File: src/rtl/rv_pipe_pkg.sv
// Shared pipeline definitions used by the fetch stage and its helpers.
package rv_pipe_pkg;

  // Canonical RISC-V NOP (addi x0, x0, 0) presented when no instruction is valid.
  localparam logic [31:0] NOP_INST = 32'h0000_0013;

  // Default PC loaded on reset; must be word aligned.
  localparam logic [31:0] RESET_ADDR_DEFAULT = 32'h0000_0000;

  // Upper bound on requests in flight plus words waiting in the response buffer.
  localparam int FETCH_MAX_OUTSTANDING = 2;

  // Sequential successor of a word-aligned PC, wrapping at 2^32.
  function automatic logic [31:0] pc_add4(input logic [31:0] pc);
    return pc + 32'd4;
  endfunction

endpackage

File: src/rtl/fetch_resp_fifo.sv
// Two-entry {inst, pc} FIFO with synchronous flush. Used both as the
// instruction response buffer and as the queue of issued fetch addresses.
module fetch_resp_fifo (
  input  logic        clk,
  input  logic        rst,
  input  logic        flush,
  input  logic        push,
  input  logic [31:0] push_inst,
  input  logic [31:0] push_pc,
  input  logic        pop,
  output logic [31:0] head_inst,
  output logic [31:0] head_pc,
  output logic [1:0]  count,
  output logic        empty,
  output logic        full
);

  logic [31:0] inst_mem [2];
  logic [31:0] pc_mem   [2];
  logic        rd_ptr;
  logic        wr_ptr;
  logic        do_push;
  logic        do_pop;

  assign empty     = (count == 2'd0);
  assign full      = (count == 2'd2);
  assign do_pop    = pop && !empty;
  // A push into a full FIFO is only legal when the head leaves in the same cycle.
  assign do_push   = push && (!full || do_pop);
  assign head_inst = inst_mem[rd_ptr];
  assign head_pc   = pc_mem[rd_ptr];

  // Pointer and occupancy bookkeeping; flush behaves like reset.
  always_ff @(posedge clk) begin
    if (!rst || flush) begin
      rd_ptr <= 1'b0;
      wr_ptr <= 1'b0;
      count  <= 2'd0;
    end else begin
      if (do_push) wr_ptr <= ~wr_ptr;
      if (do_pop)  rd_ptr <= ~rd_ptr;
      count <= count + {1'b0, do_push} - {1'b0, do_pop};
    end
  end

  // Entry storage; contents are don't-care until written, so no reset.
  always_ff @(posedge clk) begin
    if (do_push) begin
      inst_mem[wr_ptr] <= push_inst;
      pc_mem[wr_ptr]   <= push_pc;
    end
  end

endmodule

File: src/rtl/fetch_stage.sv
// Instruction fetch stage: owns the PC, keeps up to two requests in flight to
// an in-order variable-latency instruction memory, buffers returns in a
// 2-entry FIFO and squashes everything in flight on an execute redirect.
//
// Memory handshake: a request transfers on any cycle where o_imem_req and
// i_imem_gnt are both high; o_imem_addr is held until that cycle. Responses
// carry no ready: i_imem_rvalid is a one-cycle pulse per granted request, in
// grant order, never earlier than the cycle after the grant.
module fetch_stage
  import rv_pipe_pkg::*;
#(
  parameter logic [31:0] RESET_ADDR = RESET_ADDR_DEFAULT
) (
  input  logic        clk,
  input  logic        rst,
  input  logic        i_stall,
  input  logic        i_redirect,
  input  logic [31:0] i_redirect_pc,
  output logic        o_imem_req,
  output logic [31:0] o_imem_addr,
  input  logic        i_imem_gnt,
  input  logic        i_imem_rvalid,
  input  logic [31:0] i_imem_rdata,
  output logic        o_valid,
  output logic [31:0] o_inst,
  output logic [31:0] o_pc,
  output logic [31:0] o_pc_plus_4
);

  logic [31:0] pc;
  logic [1:0]  outstanding;
  logic [1:0]  drop_cnt;

  logic [31:0] resp_head_inst;
  logic [31:0] resp_head_pc;
  logic [1:0]  resp_count;
  logic        resp_empty;
  logic        resp_full;
  logic        resp_push;
  logic        resp_pop;

  logic [31:0] tag_head_pc;
  logic [31:0] tag_inst_unused;
  logic [1:0]  tag_count_unused;
  logic        tag_empty_unused;
  logic        tag_full_unused;

  logic [2:0]  credit_used;
  logic        grant;
  logic        accept;
  logic        fall_through;
  logic [31:0] redirect_target;
  logic [1:0]  redirect_pc_low_unused;

  // Instruction fetch is always word aligned; the low target bits are ignored.
  assign redirect_target        = {i_redirect_pc[31:2], 2'b00};
  assign redirect_pc_low_unused = i_redirect_pc[1:0];

  // Credits cover both in-flight requests and buffered words, so every
  // returning word always has a FIFO slot even while decode is stalled.
  assign credit_used = {1'b0, outstanding} + {1'b0, resp_count};
  assign o_imem_req  = rst && !i_redirect && (credit_used < 3'(FETCH_MAX_OUTSTANDING));
  assign o_imem_addr = pc;
  assign grant       = o_imem_req && i_imem_gnt;

  // A response is kept only when it belongs to the current fetch stream.
  assign accept       = i_imem_rvalid && !i_redirect && (drop_cnt == 2'd0);
  assign fall_through = accept && resp_empty && !i_stall;
  assign resp_push    = accept && !fall_through;
  assign resp_pop     = !i_redirect && !i_stall && !resp_empty;

  fetch_resp_fifo u_resp_fifo (
    .clk       (clk),
    .rst       (rst),
    .flush     (i_redirect),
    .push      (resp_push),
    .push_inst (i_imem_rdata),
    .push_pc   (tag_head_pc),
    .pop       (resp_pop),
    .head_inst (resp_head_inst),
    .head_pc   (resp_head_pc),
    .count     (resp_count),
    .empty     (resp_empty),
    .full      (resp_full)
  );

  // Addresses of live requests, popped as their words return, so each word
  // is paired with the PC it was fetched from.
  fetch_resp_fifo u_tag_fifo (
    .clk       (clk),
    .rst       (rst),
    .flush     (i_redirect),
    .push      (grant),
    .push_inst (32'h0000_0000),
    .push_pc   (pc),
    .pop       (accept),
    .head_inst (tag_inst_unused),
    .head_pc   (tag_head_pc),
    .count     (tag_count_unused),
    .empty     (tag_empty_unused),
    .full      (tag_full_unused)
  );

  // PC advance, in-flight count and stale-response tracking.
  always_ff @(posedge clk) begin
    if (!rst) begin
      pc          <= RESET_ADDR;
      outstanding <= 2'd0;
      drop_cnt    <= 2'd0;
    end else begin
      outstanding <= outstanding + {1'b0, grant} - {1'b0, i_imem_rvalid};
      if (i_redirect) begin
        pc       <= redirect_target;
        // Everything still in flight after this cycle belongs to the old path.
        drop_cnt <= outstanding - {1'b0, i_imem_rvalid};
      end else begin
        if (grant) pc <= pc_add4(pc);
        if (i_imem_rvalid && (drop_cnt != 2'd0)) drop_cnt <= drop_cnt - 2'd1;
      end
    end
  end

  // Output register toward IF/ID: redirect squashes, stall holds, otherwise
  // the buffered head wins over a word arriving this cycle.
  always_ff @(posedge clk) begin
    if (!rst) begin
      o_valid     <= 1'b0;
      o_inst      <= NOP_INST;
      o_pc        <= 32'h0000_0000;
      o_pc_plus_4 <= 32'h0000_0000;
    end else if (i_redirect) begin
      o_valid <= 1'b0;
      o_inst  <= NOP_INST;
    end else if (!i_stall) begin
      if (!resp_empty) begin
        o_valid     <= 1'b1;
        o_inst      <= resp_head_inst;
        o_pc        <= resp_head_pc;
        o_pc_plus_4 <= pc_add4(resp_head_pc);
      end else if (fall_through) begin
        o_valid     <= 1'b1;
        o_inst      <= i_imem_rdata;
        o_pc        <= tag_head_pc;
        o_pc_plus_4 <= pc_add4(tag_head_pc);
      end else begin
        o_valid <= 1'b0;
        o_inst  <= NOP_INST;
      end
    end
  end

endmodule

File: config.mk
export PLATFORM = sky130hd
export DESIGN_NAME = fetch_stage
export DESIGN_NICKNAME = d
export VERILOG_FILES = /design/src/rtl/rv_pipe_pkg.sv /design/src/rtl/fetch_resp_fifo.sv /design/src/rtl/fetch_stage.sv
export SDC_FILE = /design/constraint.sdc
export NUM_CORES = 1
export LEC_CHECK = 0
export BUFFER_PORTS_ARGS = -buffer_cell sky130_fd_sc_hd__buf_4
export CAP_MARGIN = 20
export CORE_ASPECT_RATIO = 1.2
export CORE_UTILIZATION = 51
export DETAILED_ROUTE_END_ITERATION = 7
export PLACE_DENSITY = 0.79
export SYNTH_ARGS = -nofsm -noshare
export SYNTH_HDL_FRONTEND = slang
export SYNTH_HIERARCHICAL = 1
export SYNTH_SLANG_ARGS = --single-unit
export TNS_END_PERCENT = 50
File: constraint.sdc
create_clock -name clk -period 16.2 [get_ports clk]
set_input_delay 4.86 -clock clk [delete_from_list [all_inputs] [get_ports clk]]
set_output_delay 4.86 -clock clk [all_outputs]
set_load 0.05 [all_outputs]
## Word level (Yosys, flattened, before mapping)

Memory sizes are Yosys's and may differ from the RTL's. A register that Yosys moved wholly into a read port is not among the register bits.
Cells that the tools add are included.

- Output and inout bits: 130
- Bits in writable memories: 192
- Input bits: 70
- Latch bits: 0
- Word-level logic and storage cells: 96
- Flip-flop bits (word level): 141
- Memories: 3
- Bits in read-only memories: 0

- Div/mod/pow operators: 0
- Bitwise gates (word level): 7
- Multipliers: 0
- $lt $le $gt $ge: 1
- $add $sub $neg: 12
- Reductions and logical operators: 34
- Muxes and demuxes: 22
- Equality and inequality tests: 3
- Shift-type cells: 0

Memory list:

| name | words | bits a word | rd ports | clocked after Yosys merged registers in | wr ports | RTL line | RTL |
|---|---|---|---|---|---|---|---|
| u_resp_fifo.inst_mem | 2 | 32 | 1 | 1 | 1 | fetch_resp_fifo.sv:18 | `logic [31:0] inst_mem [2];` |
| u_resp_fifo.pc_mem | 2 | 32 | 1 | 1 | 1 | fetch_resp_fifo.sv:19 | `logic [31:0] pc_mem [2];` |
| u_tag_fifo.pc_mem | 2 | 32 | 1 | 1 | 1 | fetch_resp_fifo.sv:19 |  |

Operator list:

| cell | number |
|---|---|
| 2-to-1 mux 32 bit | 8 |
| adder 32 x 3 -> 32 bit (second input constant) | 3 |
| logical AND 1 bit | 15 |
| 2-to-1 mux 1 bit | 12 |
| zero test 1 bit | 8 |
| subtractor 2 x 1 -> 2 bit | 4 |
| NOT 1 bit | 7 |
| adder 2 x 1 -> 2 bit | 3 |
| zero test 2 bit | 3 |
| nonzero test 2 bit | 3 |
| equality test 2 bit (second input constant) | 2 |
| 2-to-1 mux 2 bit | 2 |
| adder 2 x 2 -> 3 bit | 1 |
| logical OR 1 bit | 3 |
| less-than comparator 3 x 2 -> 1 bit (second input constant) | 1 |
| AND reduction 3 bit | 1 |
| != test 2 x 1 -> 1 bit (second input constant) | 1 |
| OR reduction 2 bit | 1 |
| subtractor 2 x 1 -> 2 bit (second input constant) | 1 |

## Logic depth before layout (Yosys ltp)

- Word-level depth: 10
- Mapped depth: 13
- Depth with buffers taken out: 11

## Hierarchy

Netlist, hierarchy kept.

Modules (own cells, without submodules):

| module | cells each | instances | seq. area each (µm²) | area an instance (µm²) |
|---|---|---|---|---|
| fetch_resp_fifo | 229 | 2 | 3943.8 | 4857.2 |
| fetch_stage | 833 | 1 | 2582.5 | 6801.5 |

## Least setup slack after synthesis

OpenSTA, ideal clock, no wires.

- Kind: input to output
- From: input port i_redirect
- To: output port o_imem_req
- Stages: 1
- Data required time: 11340 ps
- Arrival: 5916 ps
- Buffers on the path: 0
- Slack: 5424 ps
- Cells stage by stage: nor4b_2

- Longest elaborated chain between the ends: 3

RTL lines:

| item | RTL line | RTL |
|---|---|---|
| start: declaration | fetch_stage.sv:17 | `input logic i_redirect,` |
| zero test 1 bit | fetch_stage.sv:62 | `assign o_imem_req = rst && !i_redirect && (credit_used < 3'(FETCH_MAX_OUTSTANDING));` |
| logical AND 1 bit (2 in a row) | fetch_stage.sv:62 |  |
| end: declaration | fetch_stage.sv:19 | `output logic o_imem_req,` |

Every way passes these cells.

## Worst setup path after layout

- From: input port rst
- To: output port o_imem_req

- Longest elaborated chain between the ends: 2

RTL lines:

| item | RTL line | RTL |
|---|---|---|
| start: declaration | fetch_stage.sv:15 | `input logic rst,` |
| logical AND 1 bit (2 in a row) | fetch_stage.sv:62 |  |

Every way passes these cells.

==> metrics.txt <==
post_cts resized=0; area delta synth->final=19.8%; Post-CTS Hold Fix Bufs=0; Pleak=0.00624 uW; Detailed Routing Iterations Pass 1=5; # port buffers=195; fin crit share=0.682; worst vdd ir=0.0715 mV; final net count=1,440; Slew @ Worst Pin=1120 ps; Hold Fails Final Rpt=0; antenna violations before repair=0; Die Span X=154 um; Register Area=8550 um2; switching power total=475 uW; DR vias=10,300; RePlAce Congestion=0.831; final slew viol count=0; reg-to-reg startpoint=u_resp_fifo/count[1]$_SDFF_PP0_; Pwr Density=112 nW/um2; Internal Pwr Total=1440 uW; post-detailed-route count of antenna-violating nets=0; Worst setup EP type=output port; Switching Share=0.248; Util after Layout=0.624; H-tree depth=2; cells after synthesis=1,189; Routed WL=32,200 um; global-route wire length before repair=52,100 um; combinational share of power=0.107; # diodes=0; Slew HR=0.249; sequential power share=0.492; Hold Crit Class=reg2reg; fmax=0.0905 GHz; layout cells sized above 1=0.212; Final Skew=13.1 ps; Die Ht=185 um; WL per Instance=18.6 um; Tot Pwr=1910 uW; multi-input combinational cell area=5270 um2; Tmin final=11,050 ps; Starting Density=0.521; Overflow after GRT=0; post-CTS setup buffers=0; Starting DRT DRC Count=690; max_cap viols=0; Min-Delay Startpoint=o_pc_plus_4[4]$_SDFFE_PN0P_; vias in the first global route=10,100; fillers=2,052; type of origin of the critical path=primary input; synthesized cell area=14,200 um2; status=finished clean; DP HPWL=20,900 um; yosys warns=6; Via density=5.96; critical path class=in2out; GRT Util Overall=0.227; TNS Setup=0 ps; row count=66; clock network power share=0.401; Critical Path Start=rst; Syn Area/Cell=11.9 um2; clock latency on the worst-skew pair=510 ps; Core ar.=27,300 um2; Max clock buf depth=3; Critical Path AT=6190 ps; worst-path maximum fanout=52; RSZ-0062 raised after global routing=no; Worst-path clk slew=60 ps; DR DRC count=0; Clock Sinks=331; CTS tree=yes; Num CTS Buffers=35; CTS root buffer=clkbuf_16; CP required=11,340 ps; die area=28,500 um2; io pins=200; largest net degree at the start of global routing=89; final setup fails=0
## metrics by stage
stage	cell area (um2)	std cells	hold slack [ps]	worst slack [ps]
5_1_grt	17000	1728	473	5080
3_5_place_dp	15900	1664	446	5220
3_3_place_gp	15900	1664	441	5220
4_1_cts	17000	1728	452	5210
2_1_floorplan	14200	1194	472	5420
6_report	17000	1728	450	5150
## path summary, 6_finish.rpt
| check | to | slack (ps) | depth (start not counted) |
|---|---|---|---|
| min | o_pc_plus_4[4]$_SDFFE_PN0P_ | 450 | 2 |
| max reg2reg | o_pc_plus_4[28]$_SDFFE_PN0P_ | 12550 | 9 |
| min reg2reg | o_pc_plus_4[4]$_SDFFE_PN0P_ | 450 | 2 |
| max | o_imem_req | 5150 | 3 |
## power by group through the flow
stage	Sequential (uW)	Combinational (uW)	Clock, uW
floorplan	1010	87.1	0
global placement	956	201	0
detailed placement	959	204	0
CTS	941	205	782
global route	944	221	818
finish	941	205	767
## final cells by class
class / instances / area share
Inverter: 18 / 0.00397
Sequential cell: 331 / 0.503
Timing Repair Buffer: 210 / 0.0927
Tap cell: 340 / 0.0250
Clock buffer: 49 / 0.0588
Clock inverter: 15 / 0.00743
Multi-Input combinational cell: 765 / 0.310
## critical path: stages
cell	delay (ps)
buf_4	470
nor4b_2	540
buf_4	290
## routing by layer
metal / GRT usage / part of all wire / wire [um] / vias to the layer above
met5: 0 / 0 / 0 / -
li1: - / - / - / 4852
met4: 0.0701 / 0.021 / 686 / 0
met3: 0.0330 / 0.070 / 2260 / 62
met1: 0.305 / 0.43 / 13700 / 4977
met2: 0.383 / 0.48 / 15600 / 407
## placed cells by master (no fill, tap or decap), types with 12 or more instances in the layout
master and n:
nand2_1 61, nor2b_1 32, dfxtp_1 138, nor2_1 86, clkbuf_16 36, o21ai_0 31, xnor2_1 12, buf_4 210
o211ai_1 14, nor3_1 45, nand3_1 57, inv_1 17, a221oi_1 30, mux2_1 98, a21oi_1 53, nor4_1 12
mux2i_1 30, nand4_1 20, edfxtp_1 192, a211oi_1 30
## registers in the layout (all words and copies together), names as in the netlist, named ones only
name,cells
outstanding,2
o_valid,1
u_tag_fifo/count,2
o_pc_plus_4,30
u_resp_fifo/count,2
u_tag_fifo/pc_mem,64
u_resp_fifo/pc_mem,64
u_resp_fifo/rd_ptr,1
drop_cnt,2
o_imem_addr,30
u_tag_fifo/rd_ptr,1
o_pc,32
u_resp_fifo/inst_mem,64
u_resp_fifo/wr_ptr,1
u_tag_fifo/wr_ptr,1
o_inst,32
(Power assumes the default switching activity.)
